## src/rtl/dec_timer_pkg.sv

```systemverilog
// dec_timer_pkg: shared types and default sizing for the down-counting timer.
package dec_timer_pkg;

  // Timer control states, fixed 2-bit encoding.
  typedef enum logic [1:0] {
    ST_IDLE = 2'b00,
    ST_RUN  = 2'b01,
    ST_DONE = 2'b10
  } state_e;

  localparam int DEF_WIDTH = 16;
  localparam int DEF_DIV   = 4;

endpackage

```

## src/rtl/dec_timer_prescaler.sv

```systemverilog
// dec_timer_prescaler: counts 0..DIV-1 on the system clock and flags the
// terminal cycle as a decrement tick. clear wins over everything, hold freezes
// a partially elapsed prescale so a paused timer can resume where it left off.
module dec_timer_prescaler #(
  parameter int DIV = 4
) (
  input  logic clk,
  input  logic reset_n,
  input  logic clear,
  input  logic enable,
  input  logic hold,
  output logic tick
);

  localparam int PW = $clog2(DIV) + 1;
  localparam logic [PW-1:0] PS_ZERO = {PW{1'b0}};
  localparam logic [PW-1:0] PS_ONE  = {{(PW-1){1'b0}}, 1'b1};
  localparam logic [PW-1:0] PS_TERM = PW'(DIV - 1);

  logic [PW-1:0] cnt_q;
  logic [PW-1:0] cnt_d;
  logic          at_term_s;
  logic          adv_s;

  assign at_term_s = (cnt_q == PS_TERM);
  assign adv_s     = enable & ~hold & ~clear;
  assign tick      = adv_s & at_term_s;

  // Next prescale count: clear, advance with wrap, or hold.
  always_comb begin
    cnt_d = cnt_q;
    if (clear) begin
      cnt_d = PS_ZERO;
    end else if (adv_s) begin
      if (at_term_s) begin
        cnt_d = PS_ZERO;
      end else begin
        cnt_d = cnt_q + PS_ONE;
      end
    end else begin
      cnt_d = cnt_q;
    end
  end

  // Prescale count register.
  always_ff @(posedge clk or negedge reset_n) begin
    if (!reset_n) begin
      cnt_q <= PS_ZERO;
    end else begin
      cnt_q <= cnt_d;
    end
  end

endmodule

```

## src/rtl/dec_timer.sv

```systemverilog
// dec_timer: loadable down-counting timer. The host loads a start value,
// starts it, and the count drops once per prescaled tick until it expires.
// Optional feature macro: DEC_TIMER_AUTORELOAD_EN -- when defined, expiry in
// RUN reloads the last written value and keeps running instead of entering DONE.
// Note: start from IDLE does not clear the prescaler; it is already zero after
// a load, and after a stop it keeps the partial prescale so a resume continues.
module dec_timer
  import dec_timer_pkg::*;
#(
  parameter int WIDTH = DEF_WIDTH,
  parameter int DIV   = DEF_DIV
) (
  input  logic             clk,
  input  logic             reset_n,
  input  logic             write_en,
  input  logic [WIDTH-1:0] datain,
  input  logic             start,
  input  logic             stop,
  input  logic             dec,
  output logic [WIDTH-1:0] dout,
  output logic             busy,
  output logic             zero,
  output logic             expired
);

  localparam logic [WIDTH-1:0] CNT_ZERO = {WIDTH{1'b0}};
  localparam logic [WIDTH-1:0] CNT_ONE  = {{(WIDTH-1){1'b0}}, 1'b1};

  state_e           state_q;
  state_e           state_d;
  logic [WIDTH-1:0] count_q;
  logic [WIDTH-1:0] count_d;
  logic             busy_q;
  logic             zero_q;
  logic             expired_q;
  logic             expired_d;
  logic             run_s;
  logic             tick_s;

  // Manual decrement never wraps below zero.
  function automatic logic [WIDTH-1:0] sat_dec(input logic [WIDTH-1:0] v);
    logic [WIDTH-1:0] r;
    if (v == CNT_ZERO) begin
      r = CNT_ZERO;
    end else begin
      r = v - CNT_ONE;
    end
    return r;
  endfunction

  assign run_s = (state_q == ST_RUN);

  dec_timer_prescaler #(
    .DIV (DIV)
  ) u_prescaler (
    .clk     (clk),
    .reset_n (reset_n),
    .clear   (write_en),
    .enable  (run_s),
    .hold    (stop),
    .tick    (tick_s)
  );

`ifdef DEC_TIMER_AUTORELOAD_EN
  logic [WIDTH-1:0] reload_q;

  // Reload value follows every host write.
  always_ff @(posedge clk or negedge reset_n) begin
    if (!reset_n) begin
      reload_q <= CNT_ZERO;
    end else if (write_en) begin
      reload_q <= datain;
    end else begin
      reload_q <= reload_q;
    end
  end
`endif

  // Next state, next count and expiry pulse, priority write > stop > start > dec > tick.
  always_comb begin
    state_d   = state_q;
    count_d   = count_q;
    expired_d = 1'b0;
    if (write_en) begin
      count_d = datain;
      state_d = ST_IDLE;
    end else begin
      case (state_q)
        ST_IDLE: begin
          if (stop) begin
            state_d = ST_IDLE;
          end else if (start) begin
            if (count_q != CNT_ZERO) begin
              state_d = ST_RUN;
            end else begin
              state_d   = ST_DONE;
              expired_d = 1'b1;
            end
          end else if (dec) begin
            count_d = sat_dec(count_q);
          end else begin
            count_d = count_q;
          end
        end
        ST_RUN: begin
          if (stop) begin
            state_d = ST_IDLE;
          end else if (tick_s) begin
            if (count_q == CNT_ONE) begin
              expired_d = 1'b1;
`ifdef DEC_TIMER_AUTORELOAD_EN
              if (reload_q != CNT_ZERO) begin
                count_d = reload_q;
              end else begin
                count_d = CNT_ZERO;
                state_d = ST_DONE;
              end
`else
              count_d = CNT_ZERO;
              state_d = ST_DONE;
`endif
            end else begin
              count_d = sat_dec(count_q);
            end
          end else begin
            count_d = count_q;
          end
        end
        ST_DONE: begin
          count_d = CNT_ZERO;
        end
        default: begin
          state_d = ST_IDLE;
          count_d = CNT_ZERO;
        end
      endcase
    end
  end

  // State, count and registered status outputs.
  always_ff @(posedge clk or negedge reset_n) begin
    if (!reset_n) begin
      state_q   <= ST_IDLE;
      count_q   <= CNT_ZERO;
      busy_q    <= 1'b0;
      zero_q    <= 1'b1;
      expired_q <= 1'b0;
    end else begin
      state_q   <= state_d;
      count_q   <= count_d;
      busy_q    <= (state_d == ST_RUN);
      zero_q    <= (count_d == CNT_ZERO);
      expired_q <= expired_d;
    end
  end

  assign dout    = count_q;
  assign busy    = busy_q;
  assign zero    = zero_q;
  assign expired = expired_q;

endmodule
```

## config.mk

```make
export PLATFORM = sky130hd
export DESIGN_NAME = dec_timer
export DESIGN_NICKNAME = d
export VERILOG_FILES = /design/src/rtl/dec_timer_pkg.sv /design/src/rtl/dec_timer_prescaler.sv /design/src/rtl/dec_timer.sv
export SDC_FILE = /design/constraint.sdc
export NUM_CORES = 1
export LEC_CHECK = 0
export ABC_AREA = 1
export CAP_MARGIN = 0
export CORE_ASPECT_RATIO = 0.6
export CORE_UTILIZATION = 50
export DETAILED_ROUTE_END_ITERATION = 16
export HOLD_SLACK_MARGIN = 0.05
export PLACE_DENSITY = 0.87
export SYNTH_ARGS = -nofsm -noshare
export SYNTH_HDL_FRONTEND = slang
export SYNTH_SLANG_ARGS = --single-unit
```

## constraint.sdc

```tcl
create_clock -name clk -period 4.5 [get_ports clk]
set_clock_uncertainty 0.1 [all_clocks]
set_input_delay 1.35 -clock clk [delete_from_list [all_inputs] [get_ports clk]]
set_output_delay 1.35 -clock clk [all_outputs]
set_load 0.01 [all_outputs]
```

# Word level (Yosys, flattened, before mapping)
# Cells that the tools add are included.
# totals
reg_bits	24
wordCells	51
out_inout_bits	19
inputBits	22
# classes
add_sub_neg	2
n_reduce_logical	5
muxes	28
n_bitwise	5
eq_ne	5
# ops
op	count
$mux W16	8
$logic_not A16 Y1	2
$pmux W16 S2	1
$eq A16 B1 Y1 const B	1
$reduce_bool A16 Y1	1
$sub A16 B1 Y16 const B	1
$mux W2	7
$mux W3	3
$mux W1	7
$pmux W2 S3	1
$eq A2 B1 Y1 const B	2
$add A3 B1 Y3 const B	1
$and A1 B1 Y1	3
$eq A3 B2 Y1 const B	1
$eq A2 B2 Y1 const B	1
$logic_not A2 Y1	1
$not A1 Y1	2
$pmux W1 S2	1
$reduce_bool A2 Y1	1

# Depth between registers and ports, before layout
# depth
word_depth	9
depth_mapped	16
depth_no_buf	16

# Hierarchy
# A second synthesis with hierarchy kept.
# unflattened
hier_cells	365
hier_area_um2	2232.1
# modules_own_cells
mod	instances	cells_each	area_per_inst_um2	seq_area_each_um2
dec_timer	1	342	2059.5	526.8
dec_timer_prescaler	1	23	172.7	75.1

# Worst setup path after synthesis
# OpenSTA, ideal clock, no wires.
# synth_timing
kind	input port to flip-flop
start	input stop
end	register zero_q (netlist: zero)
setup_time_ns	0.064
slack_ns	1.884
t_required_ns	4.336
arrival_ns	2.451
path_stages	12
n_path_buf	1
path_cell_list	nor2_4 -> nand3_4 -> inv_2 -> buf_4 -> nand2_1 -> nand3_1 -> nand3_1 -> o21ai_1 -> nand2_1 -> nor2_1 -> nand3_1 -> nor2_2
# synth_between
elab_chain_cells	9
elab_cells_between_ends	10
cone_classes	mux: 5; bitwise: 4; reduce/logical: 1
# synth_lines
element	line_no	source
start, declared	dec_timer.sv:18	input logic stop,
$not A1 Y1	dec_timer_prescaler.sv:26	assign adv_s = enable & ~hold & ~clear;
$and A1 B1 Y1 (2 in a row)	dec_timer_prescaler.sv:26	
$and A1 B1 Y1	dec_timer_prescaler.sv:27	assign tick = adv_s & at_term_s;
$mux W16	dec_timer.sv:108	end else if (tick_s) begin
$mux W16	dec_timer.sv:106	if (stop) begin
$pmux W16 S2 (*)	dec_timer.sv:88	case (state_q)
$mux W16 (*)	dec_timer.sv:84	if (write_en) begin
$logic_not A16 Y1 (*)	dec_timer.sv:152	zero_q <= (count_d == CNT_ZERO);
end signal, assigned	dec_timer.sv:152	
end, declared	dec_timer.sv:34	logic zero_q;
# Every way passes the cells marked *; elsewhere a longest branch is shown, timed or not.
# A chain may end at the register's enable or synchronous reset.

# Final worst setup path
# Same ends and word-level chain as after synthesis.

==> impl_metrics.csv <==
group,metric,value,unit
drt,wl,6334,µm
drt,viasPerCell,5.421,
floorplan,std_cell_rows,18,
grt,grt_pass1_wl,10150,µm
place,dpl.hpwl,4766,µm
drt,ant_nets,0,
drt,vias,2407,
clock_tree,clkLatencyLatePin,0.28,ns
drt,drtIter0Drc,289,
critical_path,cp-start-kind,"primary input",
floorplan,dieWidth,86.85,µm
floorplan,design.die.area,4595,µm²
place,dp_cells,440,
synth,syn_avg_cell_area,6.242,µm²
place,place_congestion,0.9164,
synth,synth_fp_nets,371,
min_path,hp-class,"flip-flop to flip-flop",
synth,synthFlopType,"dfrtp_1",
drt,dr.pass1.iters,5,
grt,antenna_found_initial,0,
synth,yosysTopAreaCell,"dfrtp_1",
clock_tree,clkTransAtPathRegs,0.10,ns
timing,report.final.slew_viol_count,0,
cells_and_area,areaGrowthSynthToFinish,23.64,%
clock_tree,cts_buffer_depth,2,
synth,synth_common_cells,"nand2_1, inv_1, nor2_1",
timing,min_period,3.355,ns
critical_path,end_kind,"flip-flop",
synth,synth_area,2160,µm²
cells_and_area,final_util,0.6478,
floorplan,ios,41,
grt,overflow,0,
synth,synthArstFlopShare,1.000,
timing,rsz0062_at_grt,"false",
power,power_density,263.9,nW/µm²
drt,wire_per_inst,14.27,µm
floorplan,fp.dieH,52.91,µm
clock_tree,cts_resized,0,
timing,timing.slew.headroom,0.2157,
floorplan,start_util,0.5240,
status,status,"finished, final reports clean",
place,portBuffers,40,
clock_tree,cts_root_buf,"clkbuf_8",
cells_and_area,antenna_cells,0,
clock_tree,cts_tree,"done",
synth,synth_top_cell_area_share,0.2665,
clock_tree,cts_setup_buffers,0,
synth,yosysWarnings,0,
timing,finalHoldViolations,0,
timing,setup-violations-final,0,
timing,max_slew.worst_pin.slew,1.173,ns
critical_path,critical_path_arrival,3.48,ns
drt,remaining_drc_errors,0,
synth,syn_inst,346,
critical_path,cp.required,4.62,ns
grt,grt_max_degree,28,
cells_and_area,drive_above_1_share,0.09635,
synth,synth-edff-count,0,
cells_and_area,fillers,382,
clock_tree,cts_made_buffers,3,
cells_and_area,nNetsFinal,410,
power,p_leak,0.001295,µW
critical_path,worstSetupPathType,"primary input to flip-flop",
synth,synth_cell_types,36,
job,maxCapViolCount,0,
synth,synth.most_common_cell,"nand2_1",
grt,grt_use_total,0.2993,
power,power,704.7,µW
timing,fmax,298.0,MHz
floorplan,core-area,4121,µm²
timing,tns,0,ns
critical_path,cp_max_fo,17,
clock_tree,cts.sink_count,24,
grt,grt_pass1_vias,2054,
synth,synth-seq-area-share,0.2787,
timing,fin_crit_sh,0.7456,
critical_path,r2r_setup_slack,2.04,ns
clock_tree,hold_buffers,0,
clock_tree,h-tree-depth,1,
power,ir_drop,174.6,µV
cells_and_area,fin_cells,444,
synth,synthTopCellsByArea,"dfrtp_1, nand2_1, inv_1, nor2_1, nand3_1",
synth,synth-seq-cells,24,
## where the power goes
group / switching (µW) / internal [µW] / leakage (µW)
logic: 132 / 105 / 0.000971
registers: 35.9 / 234 / 0.000289
clock network: 78.7 / 119 / 0.0000357
total: 247 / 458 / 0.00130
## per-stage QoR
step | setup slack [ns] | hold slack (ns) | instance area, µm²
floorplan | 1.884 | 0.3581 | 2160
global placement | 1.005 | 0.3947 | 2599
detailed placement | 0.9001 | 0.4006 | 2599
CTS | 1.201 | 0.4146 | 2670
global route | 0.9837 | 0.4444 | 2670
finish | 1.145 | 0.4186 | 2670
## layout make-up
cell class,instances,area [µm²],share of cell area
well taps,60,75.07,0.02812
clock inverters,1,30.03,0.01125
repair buffers,43,422.9,0.1584
flip-flops and latches,24,601.8,0.2254
clock buffers,3,41.29,0.01546
multi-input cells,266,1323,0.4953
inverters,47,176.4,0.06607
## state kept, by name (all words and copies together), names as in the netlist
register	count
u_prescaler.cnt_q	3
dout	16
busy	1
state_q	2
zero	1
expired	1
## cell usage in the layout, fill, tap and decap left out, types with 3 or more instances in the layout
| cell type | synthesis | routed |
|---|---|---|
| or2_2 | 4 | 4 |
| a21oi_1 | 22 | 22 |
| clkdlybuf4s50_1 | 0 | 40 |
| o21ai_2 | 4 | 4 |
| nor2_1 | 41 | 41 |
| nand3_2 | 5 | 5 |
| o21ai_1 | 3 | 3 |
| ha_1 | 3 | 3 |
| o211ai_1 | 8 | 8 |
| inv_1 | 43 | 43 |
| dfrtp_1 | 23 | 23 |
| nand2_1 | 112 | 112 |
| nor2_2 | 5 | 5 |
| o22ai_1 | 5 | 5 |
| nand2_4 | 3 | 3 |
| clkbuf_8 | 0 | 3 |
| buf_4 | 2 | 3 |
| o21ai_0 | 6 | 6 |
| nand3_1 | 28 | 28 |
## logic make-up (layout without fill, tap and decap cells)
family | count (synthesis) | count (layout) | share of synthesized area
simple gates | 208 | 208 | 0.4409
fa+ha+maj | 3 | 3 | 0.01738
buf+inv | 56 | 94 | 0.1089
xor+xnor | 1 | 1 | 0.004056
flops | 24 | 24 | 0.2787
compound gates | 54 | 54 | 0.1501
## worst paths after layout
kind,from,to,depth (start not counted)
min in group asynchronous,reset_n,dout[14],1
worst max-delay path,stop,zero,13
worst min-delay path,u_prescaler.cnt_q[2],u_prescaler.cnt_q[2],2
worst max register to register,dout[0],zero,14
worst min register to register,u_prescaler.cnt_q[2],u_prescaler.cnt_q[2],2
max in group asynchronous,reset_n,u_prescaler.cnt_q[1],1
## routing by layer
| metal | global-route usage | vias up | part of all wire |
|---|---|---|---|
| li1 | - | 1185 | - |
| met1 | 0.4385 | 1063 | 0.46 |
| met2 | 0.4042 | 147 | 0.38 |
| met3 | 0.1045 | 12 | 0.15 |
| met4 | 0.08889 | 0 | 0.013 |
| met5 | 0 | - | 0 |
## worst max-delay path, stage by stage
cell and delay, ns:
clkdlybuf4s50_1 0.52, nor2_4 0.22, nand3_4 0.16, inv_2 0.28
nand2_1 0.25, o21ai_0 0.25, nand2_1 0.07, nand2_1 0.08
nand2_1 0.06, nand2_1 0.07, nor2_1 0.04, nand3_1 0.09
nor2_2 0.04
No activity file was read; power rests on OpenSTA's default activity.
